===== src/rtl/eth_buf_pkg.sv =====
// Shared types for the Ethernet frame buffer: read-side state and the frame length type.
package eth_buf_pkg;

  typedef enum logic {
    R_IDLE = 1'b0,
    R_RD   = 1'b1
  } rd_state_e;

  localparam int ADDR_WIDTH_DEF = 11;

  // Frame length at the default RAM size; a frame is 1..2**ADDR_WIDTH-1 bytes.
  typedef logic [ADDR_WIDTH_DEF-1:0] len_t;

endpackage


===== src/rtl/frame_len_fifo.sv =====
// Register-based synchronous FIFO holding lengths of committed frames awaiting readout.
module frame_len_fifo #(
  parameter int WIDTH     = 11,
  parameter int DEPTH_LOG = 4
) (
  input  logic                 clk,
  input  logic                 rst,
  input  logic                 push_i,
  input  logic                 pop_i,
  input  logic [WIDTH-1:0]     wdata_i,
  output logic [WIDTH-1:0]     rdata_o,
  output logic                 full_o,
  output logic                 empty_o,
  output logic [DEPTH_LOG:0]   count_o
);
  localparam int DEPTH = 2**DEPTH_LOG;

  logic [WIDTH-1:0]     mem_q [DEPTH];
  logic [DEPTH_LOG-1:0] wr_ptr_q, rd_ptr_q;
  logic [DEPTH_LOG:0]   count_q;
  logic                 do_push, do_pop;

  assign full_o  = (count_q == (DEPTH_LOG+1)'(DEPTH));
  assign empty_o = (count_q == '0);
  assign count_o = count_q;
  assign rdata_o = mem_q[rd_ptr_q];
  assign do_push = push_i & ~full_o;
  assign do_pop  = pop_i & ~empty_o;

  always_ff @(posedge clk) begin
    if (do_push) mem_q[wr_ptr_q] <= wdata_i;
  end

  always_ff @(posedge clk) begin
    if (rst) begin
      wr_ptr_q <= '0;
      rd_ptr_q <= '0;
      count_q  <= '0;
    end else begin
      if (do_push) wr_ptr_q <= wr_ptr_q + 1'b1;
      if (do_pop)  rd_ptr_q <= rd_ptr_q + 1'b1;
      count_q <= count_q + (DEPTH_LOG+1)'(do_push) - (DEPTH_LOG+1)'(do_pop);
    end
  end

endmodule


===== src/rtl/eth_pkt_buf.sv =====
// Frame buffer controller: speculative frame writes on RAM port A, committed frames
// streamed out of port B through a 2-entry skid buffer; bad or oversize frames are rewound.
module eth_pkt_buf
  import eth_buf_pkg::*;
#(
  parameter int ADDR_WIDTH    = ADDR_WIDTH_DEF,
  parameter int DATA_WIDTH    = 8,
  parameter int LEN_DEPTH_LOG = 4
) (
  input  logic                     clk,
  input  logic                     rst,
  input  logic [DATA_WIDTH-1:0]    in_d,
  input  logic                     in_v,
  input  logic                     in_last,
  input  logic                     in_err,
  output logic [DATA_WIDTH-1:0]    out_d,
  output logic                     out_v,
  output logic                     out_last,
  input  logic                     out_rdy,
  output logic                     drop,
  output logic [LEN_DEPTH_LOG:0]   frames,
  output logic [ADDR_WIDTH-1:0]    ram_a_a,
  output logic [DATA_WIDTH-1:0]    ram_d_a,
  output logic                     ram_w_a,
  input  logic [DATA_WIDTH-1:0]    ram_q_a,
  output logic [ADDR_WIDTH-1:0]    ram_a_b,
  output logic [DATA_WIDTH-1:0]    ram_d_b,
  output logic                     ram_w_b,
  input  logic [DATA_WIDTH-1:0]    ram_q_b
);
  localparam int FW = LEN_DEPTH_LOG + 1;
  typedef logic [ADDR_WIDTH-1:0] ptr_t;
  localparam ptr_t PTR_MAX = '1;

  ptr_t wptr_q, wptr_d, cptr_q, cptr_d, rptr_q, rptr_d, rcnt_q, rcnt_d, cnt_eff;
  logic dropping_q, dropping_d, mid_q, mid_d, drop_q, drop_d;
  logic [FW-1:0] frames_q, frames_d;
  rd_state_e state_q, state_d;
  logic pend_q, pend_last_q;
  logic out_v_q, out_v_d, out_last_q, out_last_d, skid_v_q, skid_v_d, skid_last_q, skid_last_d;
  logic [DATA_WIDTH-1:0] out_d_q, out_d_d, skid_d_q, skid_d_d;
  logic wr_en, drop_now, ram_full, xfer, room, issue, issue_last;
  logic [2:0] after_n;
  logic len_push, len_pop, len_full, len_empty;
  ptr_t len_wdata, len_rdata;
  logic [FW-1:0] len_count;
  logic unused_ok;

  frame_len_fifo #(.WIDTH(ADDR_WIDTH), .DEPTH_LOG(LEN_DEPTH_LOG)) u_len_fifo (
    .clk(clk), .rst(rst), .push_i(len_push), .pop_i(len_pop), .wdata_i(len_wdata),
    .rdata_o(len_rdata), .full_o(len_full), .empty_o(len_empty), .count_o(len_count)
  );

  assign ram_full = ((wptr_q - rptr_q) == PTR_MAX);

  always_comb begin
    wptr_d = wptr_q; cptr_d = cptr_q; dropping_d = dropping_q; mid_d = mid_q;
    drop_d = 1'b0; drop_now = 1'b0; wr_en = 1'b0; len_push = 1'b0;
    len_wdata = wptr_q + 1'b1 - cptr_q;
    if (in_v) begin
      mid_d    = ~in_last;
      drop_now = dropping_q | (~mid_q & len_full) | ram_full | (in_last & in_err);
      if (!drop_now) begin
        wr_en  = 1'b1;
        wptr_d = wptr_q + 1'b1;
      end
      // Frame end: either rewind to the last commit point or publish the frame.
      if (in_last) begin
        if (drop_now) begin
          wptr_d = cptr_q; drop_d = 1'b1; dropping_d = 1'b0;
        end else begin
          cptr_d = wptr_q + 1'b1; len_push = 1'b1;
        end
      end else if (drop_now) begin
        dropping_d = 1'b1;
      end
    end
  end

  // A read may issue only if its data will find a free slot when it lands.
  assign xfer    = out_v_q & out_rdy;
  assign after_n = 3'(out_v_q) + 3'(skid_v_q) + 3'(pend_q) - 3'(xfer);
  assign room    = (after_n <= 3'd1);

  always_ff @(posedge clk) begin
    if (rst) state_q <= R_IDLE;
    else     state_q <= state_d;
  end

  always_comb begin
    state_d = state_q;
    rcnt_d  = rcnt_q;
    case (state_q)
      R_IDLE: if (!len_empty) begin
        state_d = issue_last ? R_IDLE : R_RD;
        rcnt_d  = issue ? cnt_eff - 1'b1 : cnt_eff;
      end
      R_RD: if (issue) begin
        rcnt_d = cnt_eff - 1'b1;
        if (issue_last) state_d = R_IDLE;
      end
      default: state_d = R_IDLE;
    endcase
  end

  always_comb begin
    len_pop = 1'b0; issue = 1'b0; cnt_eff = rcnt_q;
    case (state_q)
      R_IDLE: if (!len_empty) begin
        len_pop = 1'b1; cnt_eff = len_rdata; issue = room;
      end
      R_RD:    issue = room;
      default: issue = 1'b0;
    endcase
    issue_last = issue & (cnt_eff == ptr_t'(1));
  end

  assign rptr_d = issue ? rptr_q + 1'b1 : rptr_q;

  always_comb begin
    out_v_d = out_v_q; out_d_d = out_d_q; out_last_d = out_last_q;
    skid_v_d = skid_v_q; skid_d_d = skid_d_q; skid_last_d = skid_last_q;
    if (xfer) begin
      out_v_d = skid_v_q; out_d_d = skid_d_q; out_last_d = skid_last_q; skid_v_d = 1'b0;
    end
    if (pend_q) begin
      if (!out_v_d) begin
        out_v_d = 1'b1; out_d_d = ram_q_b; out_last_d = pend_last_q;
      end else begin
        skid_v_d = 1'b1; skid_d_d = ram_q_b; skid_last_d = pend_last_q;
      end
    end
  end

  assign frames_d = frames_q + FW'(len_push) - FW'(xfer & out_last_q);

  always_ff @(posedge clk) begin
    if (rst) begin
      wptr_q <= '0; cptr_q <= '0; rptr_q <= '0; rcnt_q <= '0;
      dropping_q <= 1'b0; mid_q <= 1'b0; drop_q <= 1'b0; frames_q <= '0;
      pend_q <= 1'b0; pend_last_q <= 1'b0;
      out_v_q <= 1'b0; out_d_q <= '0; out_last_q <= 1'b0;
      skid_v_q <= 1'b0; skid_d_q <= '0; skid_last_q <= 1'b0;
    end else begin
      wptr_q <= wptr_d; cptr_q <= cptr_d; rptr_q <= rptr_d; rcnt_q <= rcnt_d;
      dropping_q <= dropping_d; mid_q <= mid_d; drop_q <= drop_d; frames_q <= frames_d;
      pend_q <= issue; pend_last_q <= issue_last;
      out_v_q <= out_v_d; out_d_q <= out_d_d; out_last_q <= out_last_d;
      skid_v_q <= skid_v_d; skid_d_q <= skid_d_d; skid_last_q <= skid_last_d;
    end
  end

  assign out_d    = out_d_q;
  assign out_v    = out_v_q;
  assign out_last = out_last_q;
  assign drop     = drop_q;
  assign frames   = frames_q;
  assign ram_a_a  = wptr_q;
  assign ram_d_a  = in_d;
  assign ram_w_a  = wr_en & ~rst;
  assign ram_a_b  = rptr_q;
  assign ram_d_b  = '0;
  assign ram_w_b  = 1'b0;
  assign unused_ok = ^{ram_q_a, len_count};

endmodule


===== config.mk =====
export PLATFORM = sky130hd
export DESIGN_NAME = eth_pkt_buf
export DESIGN_NICKNAME = d
export VERILOG_FILES = /design/src/rtl/eth_buf_pkg.sv /design/src/rtl/frame_len_fifo.sv /design/src/rtl/eth_pkt_buf.sv
export SDC_FILE = /design/constraint.sdc
export NUM_CORES = 1
export LEC_CHECK = 0
export ABC_AREA = 0
export BUFFER_PORTS_ARGS = -buffer_cell sky130_fd_sc_hd__buf_2
export CORE_ASPECT_RATIO = 1.75
export CORE_MARGIN = 4
export CORE_UTILIZATION = 50
export CTS_BUF_LIST = sky130_fd_sc_hd__clkbuf_8
export DETAILED_ROUTE_END_ITERATION = 16
export MAX_ROUTING_LAYER = met4
export PLACE_DENSITY = 0.68
export SLEW_MARGIN = 20
export SYNTH_ARGS = -nofsm -noshare
export SYNTH_HDL_FRONTEND = slang
export SYNTH_SLANG_ARGS = --single-unit

===== constraint.sdc =====
create_clock -name clk -period 9.96 [get_ports clk]
set_input_delay 1.494 -clock clk [delete_from_list [all_inputs] [get_ports clk]]
set_output_delay 1.494 -clock clk [all_outputs]
set_load 0.05 [all_outputs]

==> results of run 1 <==
-- cells by family (layout without fill, tap and decap cells) --
family,after synthesis,after routing,synth area share
flip-flops,268,268,0.578
AO/OA/AOI/OAI,143,143,0.0816
adder cells (fa/ha/maj),46,46,0.0491
XOR/XNOR,51,51,0.0362
buffers and inverters,119,193,0.0441
other,1,10,0.000304
AND/OR/NAND/NOR,245,245,0.0977
multiplexers,77,77,0.113
-- metal layers --
layer | vias up | part of all wire | track usage
li1 | 3625 | - | -
met1 | 3767 | 0.36 | 0.216
met2 | 182 | 0.56 | 0.387
met3 | 53 | 0.034 | 0.0272
met4 | 0 | 0.051 | 0.106
met5 | - | 0 | -
-- critical path, cell delays in order (launching register included) --
cell and delay [ns]:
dfxtp_1 0.55, inv_1 0.14, ha_1 0.25, fa_1 0.38, nor2b_1 0.23, o2111ai_1 0.24, a21oi_1 0.27, o31ai_1 0.09
nand4bb_1 0.23, o21ai_1 0.53, nor3b_1 0.12, buf_2 0.24
-- how the worst max path moves through the flow --
| stage | start | endpoint | cells after the start |
|---|---|---|---|
| floorplan | ram_a_a[0] | ram_w_a | 10 |
| CTS | ram_a_a[0] | ram_w_a | 11 |
| global placement | out_rdy | ram_a_b[9] | 13 |
| finish | ram_a_a[0] | ram_w_a | 11 |
| detailed placement | out_rdy | ram_a_b[7] | 14 |
| global route | ram_a_a[0] | ram_w_a | 11 |
-- synthesized netlist by cell type, types with 5 or more instances --
| cell type | count | area share |
|---|---|---|
| a22o_1 | 7 | 0.0050 |
| inv_1 | 62 | 0.019 |
| dfxtp_1 | 92 | 0.15 |
| nor3_1 | 18 | 0.0073 |
| a211oi_1 | 15 | 0.0091 |
| clkbuf_1 | 23 | 0.0070 |
| ha_1 | 42 | 0.043 |
| nor4_1 | 7 | 0.0036 |
| a311oi_1 | 17 | 0.012 |
| mux2i_1 | 19 | 0.015 |
| nor2_1 | 83 | 0.025 |
| xnor2_1 | 28 | 0.020 |
| o21ai_0 | 24 | 0.0097 |
| buf_4 | 18 | 0.011 |
| nor2b_1 | 9 | 0.0046 |
| nand2_1 | 51 | 0.016 |
| nor3b_1 | 5 | 0.0030 |
| or3_1 | 5 | 0.0025 |
| mux4_2 | 42 | 0.077 |
| a21oi_1 | 32 | 0.013 |
| buf_1 | 7 | 0.0021 |
| mux2_2 | 11 | 0.010 |
| xor2_1 | 23 | 0.016 |
| a21o_1 | 11 | 0.0067 |
| edfxtp_1 | 176 | 0.43 |
| o221a_2 | 7 | 0.0064 |
| nand4_1 | 7 | 0.0036 |
| and2_1 | 15 | 0.0076 |
| buf_2 | 5 | 0.0020 |
| nand3_1 | 18 | 0.0073 |
-- registers in the layout (all words and copies together) (netlist names), 5 cells and up, named ones only --
register / flops
u_len_fifo.mem_q: 176
cptr_q: 11
ram_a_a: 11
ram_a_b: 11
rcnt_q: 11
out_d: 8
skid_d_q: 8
frames: 5
u_len_fifo.count_o: 5
-- stage by stage --
stage          hold WS, ns   util  instances  area [sq um]  total power, W
2_1_floorplan        0.432      -        958         12400         0.00233
3_3_place_gp         0.444  0.529       1271         12800         0.00259
3_5_place_dp         0.448  0.529       1271         12800         0.00262
4_1_cts              0.460  0.560       1340         13500         0.00346
5_1_grt              0.494  0.561       1340         13500         0.00365
6_report             0.457  0.561       1341         13500         0.00345
-- layout make-up --
cell class              count  area (sq um)
diodes                      1          2.50
clock buffers              40           551
clock inverters            29           185
fillers                  1938         10600
inverters                  63           236
multi-input cells         571          4720
flip-flops and latches    268          7130
well taps                 308           385
repair buffers             61           328
-- power groups by stage --
stage          Clock [W]  Sequential [W]  Combinational (W)
5_1_grt         0.000918         0.00147            0.00126
2_1_floorplan          0         0.00156           0.000775
6_report        0.000839         0.00146            0.00114
3_5_place_dp           0         0.00149            0.00113
3_3_place_gp           0         0.00148            0.00111
4_1_cts         0.000856         0.00146            0.00114
-- layout by cell type (no fill, tap or decap), types with 4 or more instances in the layout --
| cell type | instances |
|---|---|
| and2_1 | 15 |
| and4_1 | 4 |
| ha_1 | 42 |
| a21oi_1 | 32 |
| xor2_1 | 22 |
| inv_1 | 72 |
| buf_2 | 52 |
| mux4_1 | 4 |
| mux2_2 | 11 |
| buf_4 | 9 |
| mux4_2 | 42 |
| and3_1 | 4 |
| or2_2 | 4 |
| or3_1 | 5 |
| nor2_1 | 83 |
| mux2i_1 | 19 |
| nor4_1 | 7 |
| a21o_1 | 11 |
| clkinv_2 | 4 |
| nand4_1 | 7 |
| nand2_1 | 51 |
| xnor2_1 | 24 |
| a311oi_1 | 17 |
| nor2b_1 | 9 |
| conb_1 | 9 |
| o221a_2 | 7 |
| a211oi_1 | 15 |
| nor3b_1 | 5 |
| xnor2_2 | 4 |
| a22o_1 | 7 |
| clkbuf_8 | 40 |
| nand3_1 | 18 |
| o21ai_0 | 24 |
| fa_1 | 4 |
| clkinv_1 | 10 |
| edfxtp_1 | 176 |
| nor3_1 | 18 |
| dfxtp_1 | 90 |
==> metrics.csv, run 1 <==
metric,value,unit
cts.path.max_buffers,3,
hold_viol,0,
layout.nets,1079,
drtIter0Drc,370,
die_h,216,microns
ctsResizeCount,0,
ys_ff_latch,268,
cts.sinks,268,
p_seq_frac,0.424,
viasPerCell,5.69,
fin_worst_skew,0.0198,ns
syn_area_per_cell,13.0,sq um
io_buffer_count,52,
cts_tree,built,
cts-root-buf,clkbuf_8,
drive_gt1_frac,0.181,
synth_area,12300,sq um
clk_pin_slew,0.08,ns
synth-main-ff-cell,edfxtp_1,
peakVddDrop,0.162,mV
status,"complete, no violations",
p_switching,0.00121,W
area_growth,9.86,%
postSynthCellCount,950,
die_w,127,microns
setup.worst_path.end_class,output port,
period_needed,5.31,ns
drc,0,
holdCritStartpoint,rcnt_q[2],
min_to,rcnt_q[2],
reg2reg_from,ram_a_a[0],
r2r-end,frames[4],
worst_slew_pin_slew,1.20,ns
reg2reg_slack,4.95,ns
relSlewSlack,0.196,
reg2reg_depth,20,
drv_slew,0,
io_pins,86,
grt_pass1_wl,43300,microns
firstDrtPassIters,5,
max_freq,0.188,GHz
power.internal,0.00224,W
grt_max_degree,47,
critPathKind,flop to output port,
synthArstFlopShare,0,
dieArea,27300,sq um
worstHoldPathType,flop to flop,
yosys_warnings,0,
hold-path-cell-count,2,
layout_setup_ws,4.65,ns
p_leak,4.96,nW
cp_data_arrival_time,3.81,ns
synth-edff-count,176,
initial_utilization,0.511,
power_frac_comb,0.332,
routedWlPerCell,20.6,microns
vias,7627,
cts_buffers,38,
grt_pass1_vias,7925,
final_antenna_net_count,0,
power_density,254,nW/um^2
p_clk_frac,0.244,
h-tree-depth,2,
drt-total-wl,27600,microns
setup_viol,0,
num_rows,75,
ctsHoldBuffers,0,
rsz0062_at_grt,no,
gp_congestion,0.803,
overflow,0,
dp_hpwl,18900,microns
ys_types,69,
maxCapViolations,0,
place_ws,4.73,ns
fin_tns_setup,0,ns
grt_antenna_before_repair,0,
insertion_delay,0.54,ns
cp_max_fo,9,
ys_seq_area_frac,0.578,
fin_crit_sh,0.533,
core,24100,sq um
sw_frac_of_total,0.350,
track_usage,0.211,
worstPathRequired,8.47,ns
post_cts_buffers,0,
start_kind,flop,
Power figures use the tool's default switching activity.
==> run 2, diff against run 1 <==
--- a/config.mk
+++ b/config.mk
@@ -13,7 +13,7 @@
 export CTS_BUF_LIST = sky130_fd_sc_hd__clkbuf_8
 export DETAILED_ROUTE_END_ITERATION = 16
 export MAX_ROUTING_LAYER = met4
-export PLACE_DENSITY = 0.68
+export PLACE_DENSITY = 0.71
 export SLEW_MARGIN = 20
 export SYNTH_ARGS = -nofsm -noshare
 export SYNTH_HDL_FRONTEND = slang
==> constraint.sdc (replaced) <==
create_clock -name clk -period 4.5 [get_ports clk]
set_input_delay 0.675 -clock clk [delete_from_list [all_inputs] [get_ports clk]]
set_output_delay 0.675 -clock clk [all_outputs]
set_load 0.05 [all_outputs]
==> run 2 against run 1 <==
Against the previous run: the run now fails in 5_2_route; synthesized cell count did not move; global-route usage fell by 0.16 points; synthesized area did not move.
==> metrics.csv, run 2 <==
metric,value,unit,change
status,aborted with a tool error,,
ys_types,69,,unchanged
synthTopCellsByArea,"edfxtp_1 (43%), dfxtp_1 (15%), mux4_2 (7.7%), ha_1 (4.3%), nor2_1 (2.5%)",,
postSynthCellCount,950,,unchanged
h-tree-depth,2,,unchanged
synthArstFlopShare,0,,unchanged
dp_hpwl,19400,microns,+2.5%
ys_ff_latch,268,,unchanged
io_pins,86,,unchanged
grt_max_degree,44,,-6.4%
grt_antenna_before_repair,0,,unchanged
synth-edff-count,176,,unchanged
ctsResizeCount,0,,unchanged
firstError,[ERROR DRT-0255] Maze Route cannot find path of net in_d[2] in worker of routeBox ( 96600 96600 ) ( 126675 144900 ).,,
cts_buffers,36,,-5.3%
yosysTopAreaCellShare,0.429,,unchanged
die_h,216,microns,unchanged
ctsHoldBuffers,0,,unchanged
grt_pass1_vias,7904,,-0.26%
stop_stage,5_2_route,,
yosys_warnings,0,,unchanged
post_cts_buffers,0,,unchanged
die_w,127,microns,unchanged
synth_most_common_cell,edfxtp_1,,
place_ws,0.375,ns,-4.35 ns
initial_utilization,0.511,,unchanged
num_rows,75,,unchanged
syn_area_per_cell,13.0,sq um,unchanged
synth_top_cell_by_area,edfxtp_1,,
synthTopCellsByCount,"edfxtp_1 (176), dfxtp_1 (92), nor2_1 (83)",,
synth-main-ff-cell,edfxtp_1,,
grt_pass1_wl,43200,microns,-0.36%
cts.path.max_buffers,3,,unchanged
cts.sinks,268,,unchanged
cts-root-buf,clkbuf_8,,
io_buffer_count,52,,unchanged
ys_seq_area_frac,0.578,,unchanged
overflow,0,,unchanged
gp_congestion,0.847,,+5.5%
synth_area,12300,sq um,unchanged
track_usage,0.209,,-0.00158
-- run 2: cell counts after synthesis --
No cell type changed its count.
-- run 2: kinds of logic after synthesis --
group                      count (synthesis)  share of synthesized area
other                                      1                   0.000304
AOI/OAI and AO/OA                        143                     0.0816
muxes                                     77                      0.113
DFF                                      268                      0.578
xor gates and xnor gates                  51                     0.0362
and+or+nand+nor                          245                     0.0977
buffers and inverters                    119                     0.0441
adders and majority gates                 46                     0.0491
-- run 2: layer usage --
layer,global-route usage
met5,-
met4,0.0991
met3,0.0213
met2,0.390
met1,0.216
-- run 2: metrics by stage --
step | hold slack (ns) | cell area, sq um | utilization | std cells
3_5_place_dp | 0.453 | 12900 | 0.537 | 1296
3_3_place_gp | 0.440 | 12900 | 0.537 | 1296
4_1_cts | 0.367 | 13600 | 0.565 | 1360
5_1_grt | 0.412 | 13600 | 0.565 | 1360
2_1_floorplan | 0.432 | 12400 | - | 958
==> run 3, diff against run 2 <==
--- a/config.mk
+++ b/config.mk
@@ -7,13 +7,10 @@
 export LEC_CHECK = 0
 export ABC_AREA = 0
 export BUFFER_PORTS_ARGS = -buffer_cell sky130_fd_sc_hd__buf_2
-export CORE_ASPECT_RATIO = 1.75
 export CORE_MARGIN = 4
-export CORE_UTILIZATION = 50
-export CTS_BUF_LIST = sky130_fd_sc_hd__clkbuf_8
+export CORE_UTILIZATION = 35
 export DETAILED_ROUTE_END_ITERATION = 16
-export MAX_ROUTING_LAYER = met4
-export PLACE_DENSITY = 0.71
+export PLACE_DENSITY_LB_ADDON = 0.15
 export SLEW_MARGIN = 20
 export SYNTH_ARGS = -nofsm -noshare
 export SYNTH_HDL_FRONTEND = slang
==> constraint.sdc (replaced) <==
create_clock -name clk -period 5.9 [get_ports clk]
set_input_delay 0.885 -clock clk [delete_from_list [all_inputs] [get_ports clk]]
set_output_delay 0.885 -clock clk [all_outputs]
set_load 0.05 [all_outputs]
==> run 3 against run 2 <==
Against the previous run: the run now ends clean; global-route usage shrank 6.1 points.
==> metrics.csv, run 3 (synthesized netlist as in run 1, its figures left out) <==
metric,value,unit,change
gp_congestion,0.764,,-9.9%
ctsHoldBuffers,0,,unchanged
drt-total-wl,28800,microns,
hold_viol,0,,
cp_data_arrival_time,4.89,ns,
start_kind,flop,,
whs,0.459,ns,
path_buf_inv,3,,
path_delay_family,simple AND/OR/NAND/NOR gates,,
place_area,13000,sq um,+0.44%
drv_slew,0,,
postLayoutCellArea,14000,sq um,
worst_slew_pin_slew,1.03,ns,
h-tree-depth,1,,-1
cts-root-buf,clkbuf_16,,
dp_cells,1424,,+9.9%
worstPathRequired,6.08,ns,
cp_max_fo,22,,
core,34600,sq um,
setup_viol,0,,
area_growth,13.9,%,
grt_antenna_before_repair,0,,unchanged
layout.nets,1078,,
die_h,196,microns,-9.3%
max_freq,0.212,GHz,
maxCapViolations,0,,
rsz0062_at_grt,no,,
insertion_delay,0.55,ns,
fin_util,0.405,,
firstDrtPassIters,4,,
fin_cells,1482,,
p_leak,5.06,nW,
viasPerCell,5.10,,
setup.worst_path.end_class,flop,,
diodes,0,,
critPathKind,flop to flop,,
dieArea,38300,sq um,
final_antenna_net_count,0,,
cts.path.max_buffers,3,,unchanged
regArea,7130,sq um,
fin_tns_setup,0,ns,
initial_utilization,0.356,,-0.155
fin_worst_skew,0.00938,ns,
final_common_cell,edfxtp_1,,
largest_register_ffs,176,,
io_pins,86,,unchanged
post_cts_buffers,0,,unchanged
grt_pass1_wl,44700,microns,+3.5%
vias,7554,,
worstHoldPathType,flop to flop,,
overflow,0,,unchanged
power_density,451,nW/um^2,
num_rows,68,,-9.3%
die_w,196,microns,+54%
drc,0,,
slowest_stage,and2_1,,
period_needed,4.72,ns,
grt_max_degree,50,,+14%
cts_buffers,31,,-14%
largest_register,u_len_fifo.mem_q,,
peakVddDrop,0.236,mV,
dp_hpwl,18900,microns,-2.8%
final_cell_mix,"edfxtp_1 (176), dfxtp_1 (89), nor2_1 (83)",,
grt_pass1_vias,7414,,-6.2%
fin_crit_sh,0.800,,
multi_input_area,4710,sq um,
cpPeakStageDelay,0.76,ns,
drtIter0Drc,554,,
ctsResizeCount,0,,unchanged
worstPathCellList,inv_1 > ha_1 > fa_1 > nor2b_1 > o2111ai_1 > a31oi_1 > o21ai_0 > nand4b_1 > o211a_1 > inv_1 > buf_4 > nor4b_1 > and2_1,,
clk_pin_slew,0.06,ns,
cts_tree,built,,
cpMostUsedCell,inv_1,,
cts.sinks,268,,unchanged
status,"complete, no violations",,
track_usage,0.148,,-0.0611
routedWlPerCell,19.5,microns,
io_buffer_count,52,,unchanged
relSlewSlack,0.310,,
drive_gt1_frac,0.185,,
n_fill_cell,3259,,
-- run 3: worst register-to-register path: stages (launching register included) --
cell and delay, ns:
dfxtp_1 0.53, inv_1 0.14, ha_1 0.25, fa_1 0.38, nor2b_1 0.22, o2111ai_1 0.21
a31oi_1 0.27, o21ai_0 0.10, nand4b_1 0.17, o211a_1 0.43, inv_1 0.16, buf_4 0.24
nor4b_1 0.48, and2_1 0.76
-- run 3: layer usage --
metal / vias to the layer above / routed length, microns / GRT usage
met3: 34 / 1160 / 0.0190
li1: 3640 / - / -
met4: 0 / 426 / 0.0292
met1: 3744 / 13600 / 0.212
met2: 136 / 13700 / 0.244
met5: - / 0 / 0
-- run 3: stage by stage --
stage	setup WS, ns	power, W
2_1_floorplan	1.37	0.00394
3_3_place_gp	1.25	0.00447
3_5_place_dp	1.23	0.00447
4_1_cts	1.19	0.00641
5_1_grt	0.841	0.00669
6_report	1.18	0.00634
-- run 3: worst paths after layout --
kind,startpoint,endpoint,slack [ns],depth (start not counted)
max,ram_a_a[0],u_len_fifo.mem_q[9][8],1.18,13
min,rcnt_q[2],rcnt_q[2],0.46,2
max reg2reg,ram_a_a[0],u_len_fifo.mem_q[9][8],1.18,13
min reg2reg,rcnt_q[2],rcnt_q[2],0.46,2
-- run 3: area by class of cell --
cell class,count,area share
clock buffer,43,0.0614
clock inverter,15,0.0117
inverter,63,0.0168
multi-input combinational,571,0.335
sequential,268,0.508
tap,455,0.0405
timing repair buffer,67,0.0266
-- run 3: power breakdown --
part	switching, W	internal, W	total [W]
logic	0.00118	0.000720	0.00190
registers	0.000170	0.00236	0.00253
clock network	0.000766	0.00115	0.00192
total	0.00211	0.00423	0.00634
